File: config.mk
export PLATFORM = sky130hd
export DESIGN_NAME = pcx_core_arbiter
export DESIGN_NICKNAME = d
export VERILOG_FILES = /design/src/rtl/pcx_core_arbiter.sv
export SDC_FILE = /design/constraint.sdc
export NUM_CORES = 1
export LEC_CHECK = 0
export CORE_UTILIZATION = 30
export CTS_CLUSTER_SIZE = 10
export DETAILED_ROUTE_END_ITERATION = 8
export GPL_TIMING_DRIVEN = 1
export HOLD_SLACK_MARGIN = 0.15
export PLACE_DENSITY = 0.55
export SYNTH_ARGS = -nofsm -noshare
export SYNTH_HDL_FRONTEND = slang
export SYNTH_SLANG_ARGS = --single-unit
File: constraint.sdc
create_clock -name gclk -period 4.74 [get_ports gclk]
set_input_delay 0.948 -clock gclk [delete_from_list [all_inputs] [get_ports gclk]]
set_output_delay 0.948 -clock gclk [all_outputs]
set_load 0.01 [all_outputs]
File: src/rtl/pcx_core_arbiter.sv
// pcx_core_arbiter: shares one PCX path into ccx2max between up to four cores.
// Each core's PQ/PA request is captured into a per-core FIFO. Whole packets
// go downstream round-robin through one output register with a valid/stall
// handshake. Atomic pairs are never split. A grant returns to the
// originating core the cycle after its packet is accepted.
//
// state   | meaning
// ST_ARB  | round-robin pick among non-empty FIFOs
// ST_LOCK | first half of an atomic pair loaded; only lock_core may load
module pcx_core_arbiter #(
  parameter int NUM_CORES  = 2,
  parameter int FIFO_DEPTH = 4,
  parameter int PCX_W      = 124
) (
  input  logic                       gclk,
  input  logic                       reset_l,
  input  logic [NUM_CORES*5-1:0]     core_req_pq,
  input  logic [NUM_CORES-1:0]       core_atom_pq,
  input  logic [NUM_CORES*PCX_W-1:0] core_data_pa,
  output logic [NUM_CORES*5-1:0]     core_grant_px,
  output logic [4:0]                 pcx_req,
  output logic                       pcx_atom,
  output logic [PCX_W-1:0]           pcx_data,
  output logic                       pcx_valid,
  input  logic                       pcx_stall,
  output logic [1:0]                 pcx_src,
  output logic [NUM_CORES-1:0]       fifo_overflow
);

  localparam int AW = $clog2(FIFO_DEPTH);
  localparam int IW = (NUM_CORES > 1) ? $clog2(NUM_CORES) : 1;
  // FIFO entry layout: {req[4:0], atom, data}
  localparam int EW = PCX_W + 6;

  typedef enum logic {ST_ARB = 1'b0, ST_LOCK = 1'b1} state_t;

  logic [NUM_CORES-1:0] pend_valid;
  logic [4:0]           pend_req [NUM_CORES];
  logic [NUM_CORES-1:0] pend_atom;

  logic [EW-1:0] fifo_mem  [NUM_CORES][FIFO_DEPTH];
  logic [AW:0]   wr_ptr    [NUM_CORES];
  logic [AW:0]   rd_ptr    [NUM_CORES];
  logic [EW-1:0] fifo_head [NUM_CORES];
  logic [NUM_CORES-1:0] fifo_empty;
  logic [NUM_CORES-1:0] fifo_full;
  logic [NUM_CORES-1:0] fifo_push;
  logic [NUM_CORES-1:0] fifo_pop;

  state_t        state;
  logic [IW-1:0] rr_ptr;
  logic [IW-1:0] lock_core;
  logic [IW-1:0] win_idx;
  logic [IW-1:0] arb_cand;
  logic          win_found;
  logic [EW-1:0] win_head;
  logic          load_en;

  logic             out_valid;
  logic [4:0]       out_req;
  logic             out_atom;
  logic [PCX_W-1:0] out_data;
  logic [IW-1:0]    out_src;

  function automatic logic [IW-1:0] next_core(input logic [IW-1:0] idx);
    if (int'(idx) >= NUM_CORES - 1) return '0;
    return idx + IW'(1);
  endfunction

  // Latch destination and atomic flag in PQ; the data joins them in PA.
  always_ff @(posedge gclk or negedge reset_l) begin
    if (!reset_l) begin
      pend_valid <= '0;
      pend_atom  <= '0;
      for (int i = 0; i < NUM_CORES; i++) pend_req[i] <= '0;
    end else begin
      for (int i = 0; i < NUM_CORES; i++) begin
        pend_valid[i] <= |core_req_pq[i*5 +: 5];
        pend_req[i]   <= core_req_pq[i*5 +: 5];
        pend_atom[i]  <= core_atom_pq[i];
      end
    end
  end

  // FIFO status; the extra pointer MSB separates full from empty.
  always_comb begin
    for (int i = 0; i < NUM_CORES; i++) begin
      fifo_empty[i] = (wr_ptr[i] == rd_ptr[i]);
      fifo_full[i]  = (wr_ptr[i][AW] != rd_ptr[i][AW]) &&
                      (wr_ptr[i][AW-1:0] == rd_ptr[i][AW-1:0]);
      fifo_head[i]  = fifo_mem[i][rd_ptr[i][AW-1:0]];
    end
  end

  // Pick the next packet: round-robin in ARB, only the locked core in LOCK.
  always_comb begin
    win_found = 1'b0;
    win_idx   = '0;
    arb_cand  = '0;
    if (state == ST_LOCK) begin
      win_found = !fifo_empty[lock_core];
      win_idx   = lock_core;
    end else begin
      for (int k = 0; k < NUM_CORES; k++) begin
        arb_cand = IW'((int'(rr_ptr) + k) % NUM_CORES);
        if (!win_found && !fifo_empty[arb_cand]) begin
          win_found = 1'b1;
          win_idx   = arb_cand;
        end
      end
    end
    win_head = fifo_head[win_idx];
  end

  assign load_en = !out_valid || !pcx_stall;

  // Pop the winner whenever the output register can take a new packet.
  always_comb begin
    fifo_pop = '0;
    if (load_en && win_found) fifo_pop[win_idx] = 1'b1;
  end

  // A full FIFO still takes a write when its head leaves in the same cycle.
  always_comb begin
    for (int i = 0; i < NUM_CORES; i++)
      fifo_push[i] = pend_valid[i] && (!fifo_full[i] || fifo_pop[i]);
  end

  // FIFO pointers and the sticky overflow flags.
  always_ff @(posedge gclk or negedge reset_l) begin
    if (!reset_l) begin
      for (int i = 0; i < NUM_CORES; i++) begin
        wr_ptr[i] <= '0;
        rd_ptr[i] <= '0;
      end
      fifo_overflow <= '0;
    end else begin
      for (int i = 0; i < NUM_CORES; i++) begin
        if (fifo_push[i]) wr_ptr[i] <= wr_ptr[i] + (AW+1)'(1);
        if (fifo_pop[i])  rd_ptr[i] <= rd_ptr[i] + (AW+1)'(1);
        if (pend_valid[i] && !fifo_push[i]) fifo_overflow[i] <= 1'b1;
      end
    end
  end

  // FIFO storage is not reset; the pointers define what is valid.
  always_ff @(posedge gclk) begin
    for (int i = 0; i < NUM_CORES; i++) begin
      if (fifo_push[i])
        fifo_mem[i][wr_ptr[i][AW-1:0]] <=
          {pend_req[i], pend_atom[i], core_data_pa[i*PCX_W +: PCX_W]};
    end
  end

  // Arbitration state, round-robin pointer and the output register.
  always_ff @(posedge gclk or negedge reset_l) begin
    if (!reset_l) begin
      state     <= ST_ARB;
      rr_ptr    <= '0;
      lock_core <= '0;
      out_valid <= 1'b0;
      out_req   <= '0;
      out_atom  <= 1'b0;
      out_data  <= '0;
      out_src   <= '0;
    end else if (load_en) begin
      out_valid <= win_found;
      if (win_found) begin
        out_req  <= win_head[EW-1 -: 5];
        out_atom <= win_head[PCX_W];
        out_data <= win_head[PCX_W-1:0];
        out_src  <= win_idx;
        if (state == ST_ARB) begin
          if (win_head[PCX_W]) begin
            state     <= ST_LOCK;
            lock_core <= win_idx;
          end else begin
            rr_ptr <= next_core(win_idx);
          end
        end else begin
          // second half of the pair is out; resume fair arbitration
          state  <= ST_ARB;
          rr_ptr <= next_core(lock_core);
        end
      end
    end
  end

  // One-cycle grant to the source core after a downstream transfer.
  always_ff @(posedge gclk or negedge reset_l) begin
    if (!reset_l) begin
      core_grant_px <= '0;
    end else begin
      core_grant_px <= '0;
      if (out_valid && !pcx_stall) begin
        for (int i = 0; i < NUM_CORES; i++) begin
          if (out_src == IW'(i)) core_grant_px[i*5 +: 5] <= out_req;
        end
      end
    end
  end

  assign pcx_valid = out_valid;
  assign pcx_req   = out_req;
  assign pcx_atom  = out_atom;
  assign pcx_data  = out_data;
  assign pcx_src   = 2'(out_src);

endmodule

==> results of run 1 <==
## worst max-delay path, delay by kind of cell (launching register included)
kind                      cells  cell delay (ns)
DFF                           1             0.90
and+or+nand+nor               1             0.77
AOI/OAI and AO/OA             2             0.81
buffers and inverters         1             0.29
xor gates and xnor gates      1             0.26
## area by class of cell
class | instances | area, um^2
Fill cell | 13600 | 94500
Sequential cell | 1213 | 35600
Multi-Input combinational cell | 629 | 9880
Timing Repair Buffer | 464 | 4920
Clock buffer | 238 | 3990
Tap cell | 2030 | 2540
Clock inverter | 29 | 453
Inverter | 10 | 37.5
Antenna cell | 7 | 17.5
## layer usage
layer	global-route usage, %	wire (um)
met1	20.7	51800
met2	22.5	52200
met3	5.12	9170
met4	3.89	1920
met5	0	301
## layout by cell type (no fill, tap or decap), types with 10 or more instances in the layout
cell	netlist	routed
inv_1	10	10
mux2_1	99	99
and2_1	12	12
edfxtp_1	1040	1040
buf_12	0	33
mux2_2	91	91
mux2_4	70	70
clkbuf_1	35	92
clkbuf_16	0	145
xnor2_1	11	11
clkdlybuf4s50_1	0	405
dfrtp_1	173	169
mux4_2	260	260
ha_1	10	10
buf_4	12	25
## stage by stage
stage | power (mW) | instance area [um^2] | setup WS (ns) | hold WS, ns | utilization (%)
3_3_place_gp | 33.9 | 52900 | 0.744 | 0.460 | 34.9
3_5_place_dp | 34.4 | 52900 | 0.747 | 0.466 | 34.9
6_report | 44.0 | 57400 | 1.28 | 0.128 | 37.8
5_1_grt | 46.2 | 57400 | 0.994 | 0.181 | 37.8
2_1_floorplan | 27.7 | 45900 | 1.12 | 0.455 | -
4_1_cts | 44.9 | 57400 | 1.19 | 0.164 | 37.8
## power groups by stage
stage                     clock network (mW)  logic [mW]  registers [mW]
after global placement                     0        15.9            18.0
after floorplan                            0        9.67            18.0
after detailed placement                   0        16.2            18.2
after global routing                    11.0        16.8            18.4
final                                   10.3        15.7            18.0
after CTS                               10.6        16.2            18.0
## flip-flops by register name (all words and copies together), names as in the netlist, 2 cells and up
signal and count:
fifo_overflow 2, pcx_data 124, wr_ptr 6, pcx_req 5, core_grant_px 10, pend_req 10, fifo_mem 1040, pend_atom 2
rd_ptr 6, pend_valid 2
## synthesized netlist by cell type, types with 2 or more instances
master / count
nor3_1: 2
and3b_1: 2
buf_4: 12
o31ai_1: 3
ha_1: 10
clkbuf_1: 35
xor2_1: 6
edfxtp_1: 1040
dfrtp_1: 173
buf_1: 8
mux2_2: 91
and2_1: 12
nand3_1: 5
mux2_1: 99
mux2_4: 70
o21ai_0: 8
buf_2: 23
nand2_1: 8
xnor2_1: 11
nor2_1: 8
o21a_1: 2
mux4_2: 260
buf_6: 13
a21oi_1: 2
a31oi_1: 2
nor3b_1: 2
inv_1: 10
and3_1: 8
## kinds of logic (layout without fill, tap and decap cells)
logic type,after synthesis,count (layout),synth area share [%]
adder cells (fa/ha/maj),10,10,0.272
other,1,8,0.00816
AO/OA/AOI/OAI,28,28,0.449
buffers and inverters,101,741,1.20
multiplexers,520,520,19.7
XOR/XNOR,17,17,0.324
flip-flops,1213,1213,77.4
AND/OR/NAND/NOR,53,53,0.648
## worst paths after layout
check	end	slack (ns)	cells past startpoint
max	fifo_mem[0][1001]$_DFFE_PP_	1.28	5
min	pcx_data[110]$_DFFE_PN0N_	0.13	1
max reg2reg	fifo_mem[0][1001]$_DFFE_PP_	1.28	5
min reg2reg	fifo_overflow[1]$_DFFE_PN0P_	0.48	1
max in group asynchronous	pcx_data[54]$_DFFE_PN0N_	3.39	2
min in group gclk	fifo_overflow[1]$_DFFE_PN0P_	0.48	1
==> results.cfg, run 1 <==
[outcome]
status = complete, no violations

[placed_design]
gp_congestion = 0.757
port_buffers = 406
dp.cells = 4346
place_hpwl_mm = 74.2

[grt]
grt_max_degree = 133
grt_pass1_vias = 23000
grt_first_pass_wirelength_mm = 167
grt_antenna_before_repair = 40
gr-usage-all-layers_pct = 15.0
grt-ovfl-total = 0

[clock_tree]
cts-root-buf = clkbuf_16
cts.repair.resized = 0
cts_buffers = 145
htreeDepth = 4
clock_sinks = 1213
clk_latency_ns = 0.77
cts_hold_buf = 0
cts_setup_buffers = 0
path_clk_slew_ns = 0.05
clk_path_buf_depth = 3
cts_tree = built

[floorplan]
io_pins = 408
die_h_um = 393
die_w_um = 393
rows = 143
start_util_pct = 30.2
core_mm2 = 0.152
die_area_mm2 = 0.155

[yosys]
synth_cell_types = 46
yosysSeqAreaShare_pct = 77.4
syn_nets = 2216
synth.top_cells.by_area = edfxtp_1 (68%), mux4_2 (13%), dfrtp_1 (9.4%)
synth_ff_type = edfxtp_1
netlist_area_mm2 = 0.0459
ys_async_sr_fraction_pct = 14.3
postSynthCellCount = 1943
synth_edf_count = 1040
synth_largest_area_cell = edfxtp_1
ys_ff_latch = 1213
avgSynthCellArea_um2 = 23.6
yosysTopAreaCellShare_pct = 68.0
synth_warnings = 0

[setup_path]
worstSetupStartpoint = rd_ptr[3]$_DFFE_PN0P_
cp_cell_sequence = xnor2_1 -> a311oi_2 -> o21ai_0 -> and3_4 -> buf_12
cpPeakStageDelay_ns = 0.90
cp.arrival_ns = 3.92
slowest_stage = dfrtp_4
cp-end-kind = register
crit_type = register to register
worstPathMaxFanout = 36
critPathLaunchType = register
worstPathRequired_ns = 5.19
r2r_start = rd_ptr[3]$_DFFE_PN0P_

[timing]
slew_headroom_pct = 19.6
rsz0062_at_grt = false
fin_crit_sh_pct = 73.1
setup_viol = 0
setup_tns_ns = 0
skew_ns = 0.0390
fmax_mhz = 289
finalHoldViolations = 0
period_minus_slack_ns = 3.46
slew_violations = 0
worst_pin_slew_ns = 1.21

[routing]
dr.pass1.iters = 7
drc = 0
dr_total_vias = 21500
ant_nets = 0
drt-initial-drc-count = 1573
drt-wirelength-per-cell_um = 25.0
drt-total-wl_mm = 115
viasPerCell = 4.66

[power_and_ir_drop]
powerDensity_mw_per_mm2 = 767
p_leak_nw = 19.2
ir_drop_uv = 487
p_sw_mw = 13.8
p_seq_share_pct = 40.8
switching_share_pct = 31.3
clkPwrFrac_pct = 23.4
p_int_mw = 30.2
comb_power_share_pct = 35.8

[final_layout]
synthToLayoutAreaGrowth_pct = 25.0
drive_gt1_share_pct = 26.0
finalNetCount = 2736
finalNonFillerCells = 4620

[job]
maxCapViolations = 0

[hold_path]
worst_hold_path_type = input pin to async pin
No activity file was read; power rests on OpenSTA's default activity.
==> run 2: changes to the inputs <==
==> constraint.sdc (replaced) <==
create_clock -name gclk -period 3.1 [get_ports gclk]
set_input_delay 0.62 -clock gclk [delete_from_list [all_inputs] [get_ports gclk]]
set_output_delay 0.62 -clock gclk [all_outputs]
set_load 0.01 [all_outputs]
==> results.cfg, run 2 (synthesized netlist as in run 1, its figures left out) <==
[routing]
dr_total_vias = 21500
dr.pass1.iters = 5
drt-total-wl_mm = 115
viasPerCell = 4.64
drt-initial-drc-count = 1544
drt-wirelength-per-cell_um = 24.8
ant_nets = 0
drc = 0

[timing]
skew_ns = 0.0294
fin_crit_sh_pct = 86.1
whs_ns = 0.333
slew_violations = 0
worst_pin_slew_ns = 1.25
setup_tns_ns = 0
rsz0062_at_grt = false
period_minus_slack_ns = 2.67
slew_headroom_pct = 16.8
setup_viol = 0
finalHoldViolations = 0
layout_setup_ws_ns = 0.432
fmax_mhz = 375

[setup_path]
critPathBufInv = 1
crit_type = register to output port
critPathLaunchType = register
worstPathRequired_ns = 2.48
slowest_stage = clkdlybuf4s50_1
worstPathMaxFanout = 4
cp.arrival_ns = 2.05
path_delay_family = buffers and inverters
cpPeakStageDelay_ns = 0.71
cp_cell_sequence = clkdlybuf4s50_1
cp-end-kind = output port

[grt]
grt_max_degree = 133
gr-usage-all-layers_pct = 14.9
grt-ovfl-total = 0
grt_antenna_before_repair = 35
grt_first_pass_wirelength_mm = 166
grt_pass1_vias = 22900

[clock_tree]
cts_buffers = 145
htreeDepth = 4
clock_sinks = 1213
clk_path_buf_depth = 3
cts_setup_buffers = 0
clk_latency_ns = 0.77
path_clk_slew_ns = 0.05
cts_tree = built
cts-root-buf = clkbuf_16

[power_and_ir_drop]
powerDensity_mw_per_mm2 = 1170
power_mw = 67.2
p_leak_nw = 19.3
ir_drop_uv = 1190

[floorplan]
die_w_um = 393
rows = 143
die_area_mm2 = 0.155
core_mm2 = 0.152
start_util_pct = 30.2
io_pins = 408
die_h_um = 393

[final_layout]
synthToLayoutAreaGrowth_pct = 25.3
finish.utilization_pct = 37.9
final_cell_mix = edfxtp_1 (1040), clkdlybuf4s50_1 (405), mux4_2 (260)
fillCellCount = 13600
largest_register_ffs = 1040
finalNetCount = 2744
final_area_mm2 = 0.0575
final_common_cell = edfxtp_1
drive_gt1_share_pct = 26.2
finalNonFillerCells = 4625

[placed_design]
post_dp_cell_area_mm2 = 0.0532
dp.cells = 4353
place_ws_ns = 0.232
place_hpwl_mm = 73.7
gp_congestion = 0.745
port_buffers = 406

[job]
maxCapViolations = 0

[hold_path]
worst_hold_path_type = input pin to register

[outcome]
status = complete, no violations
==> run 2: cell count changes in the layout (fill, tap and decap cells not counted), moves of 3 or more <==
cell / previous run / this run
buf_12: 33 / 45
buf_4: 25 / 20
clkbuf_16: 145 / 150
clkinv_16: 6 / 2
clkinv_2: 7 / 3
inv_16: 5 / 1
clkbuf_8: 1 / 4
clkinvlp_4: 1 / 4
inv_6: 2 / 5
==> run 2: final timing paths <==
kind                                              from                         end  slack, ns  cells after the start
worst max-delay path            pcx_req[3]$_DFFE_PN0N_                  pcx_req[3]       0.43                      1
worst min-delay path                    core_req_pq[9]       pend_req[4]$_DFF_PN0_       0.33                      1
worst max register to register   rd_ptr[1]$_DFFE_PN0P_  fifo_mem[0][245]$_DFFE_PP_       0.47                      6
worst min register to register   wr_ptr[2]$_DFFE_PN0P_       wr_ptr[2]$_DFFE_PN0P_       0.49                      1
max in group asynchronous                      reset_l    pcx_data[45]$_DFFE_PN0N_       1.78                      3
min in group asynchronous                      reset_l   pcx_data[108]$_DFFE_PN0N_       0.36                      2
==> run 2: final cells by class <==
cell class	count	area, um^2	area share (%)
multi-input combinational	629	9890	17.2
tap	2030	2540	4.41
antenna	6	15.0	0.0261
inverter	10	37.5	0.0652
timing repair buffer	472	5130	8.91
sequential	1213	35600	61.8
clock buffer	247	4160	7.23
clock inverter	18	205	0.357
==> run 2: timing repair <==
action,CTS,global route
endpoints found under the hold margin,77,0
gates resized for setup,0,0
hold buffers,1,0
==> run 2: per-layer routing <==
layer  global-route usage [%]  vias to the layer above  share of wire (%)  routed length, um
met5                        0                        -               0.22                255
met1                     19.9                    11400                 43              49700
met4                     3.83                       42                1.9               2230
li1                         -                     9164                  -                  -
met3                     4.72                      187                7.0               8070
met2                     23.4                      638                 47              54500
==> run 2: power by group <==
| group | switching [mW] | internal [mW] | leakage, nW |
|---|---|---|---|
| combinational | 12.5 | 12.0 | 5.45 |
| sequential | 1.87 | 25.3 | 11.7 |
| clock | 6.47 | 9.13 | 2.07 |
| total | 20.8 | 46.4 | 19.3 |
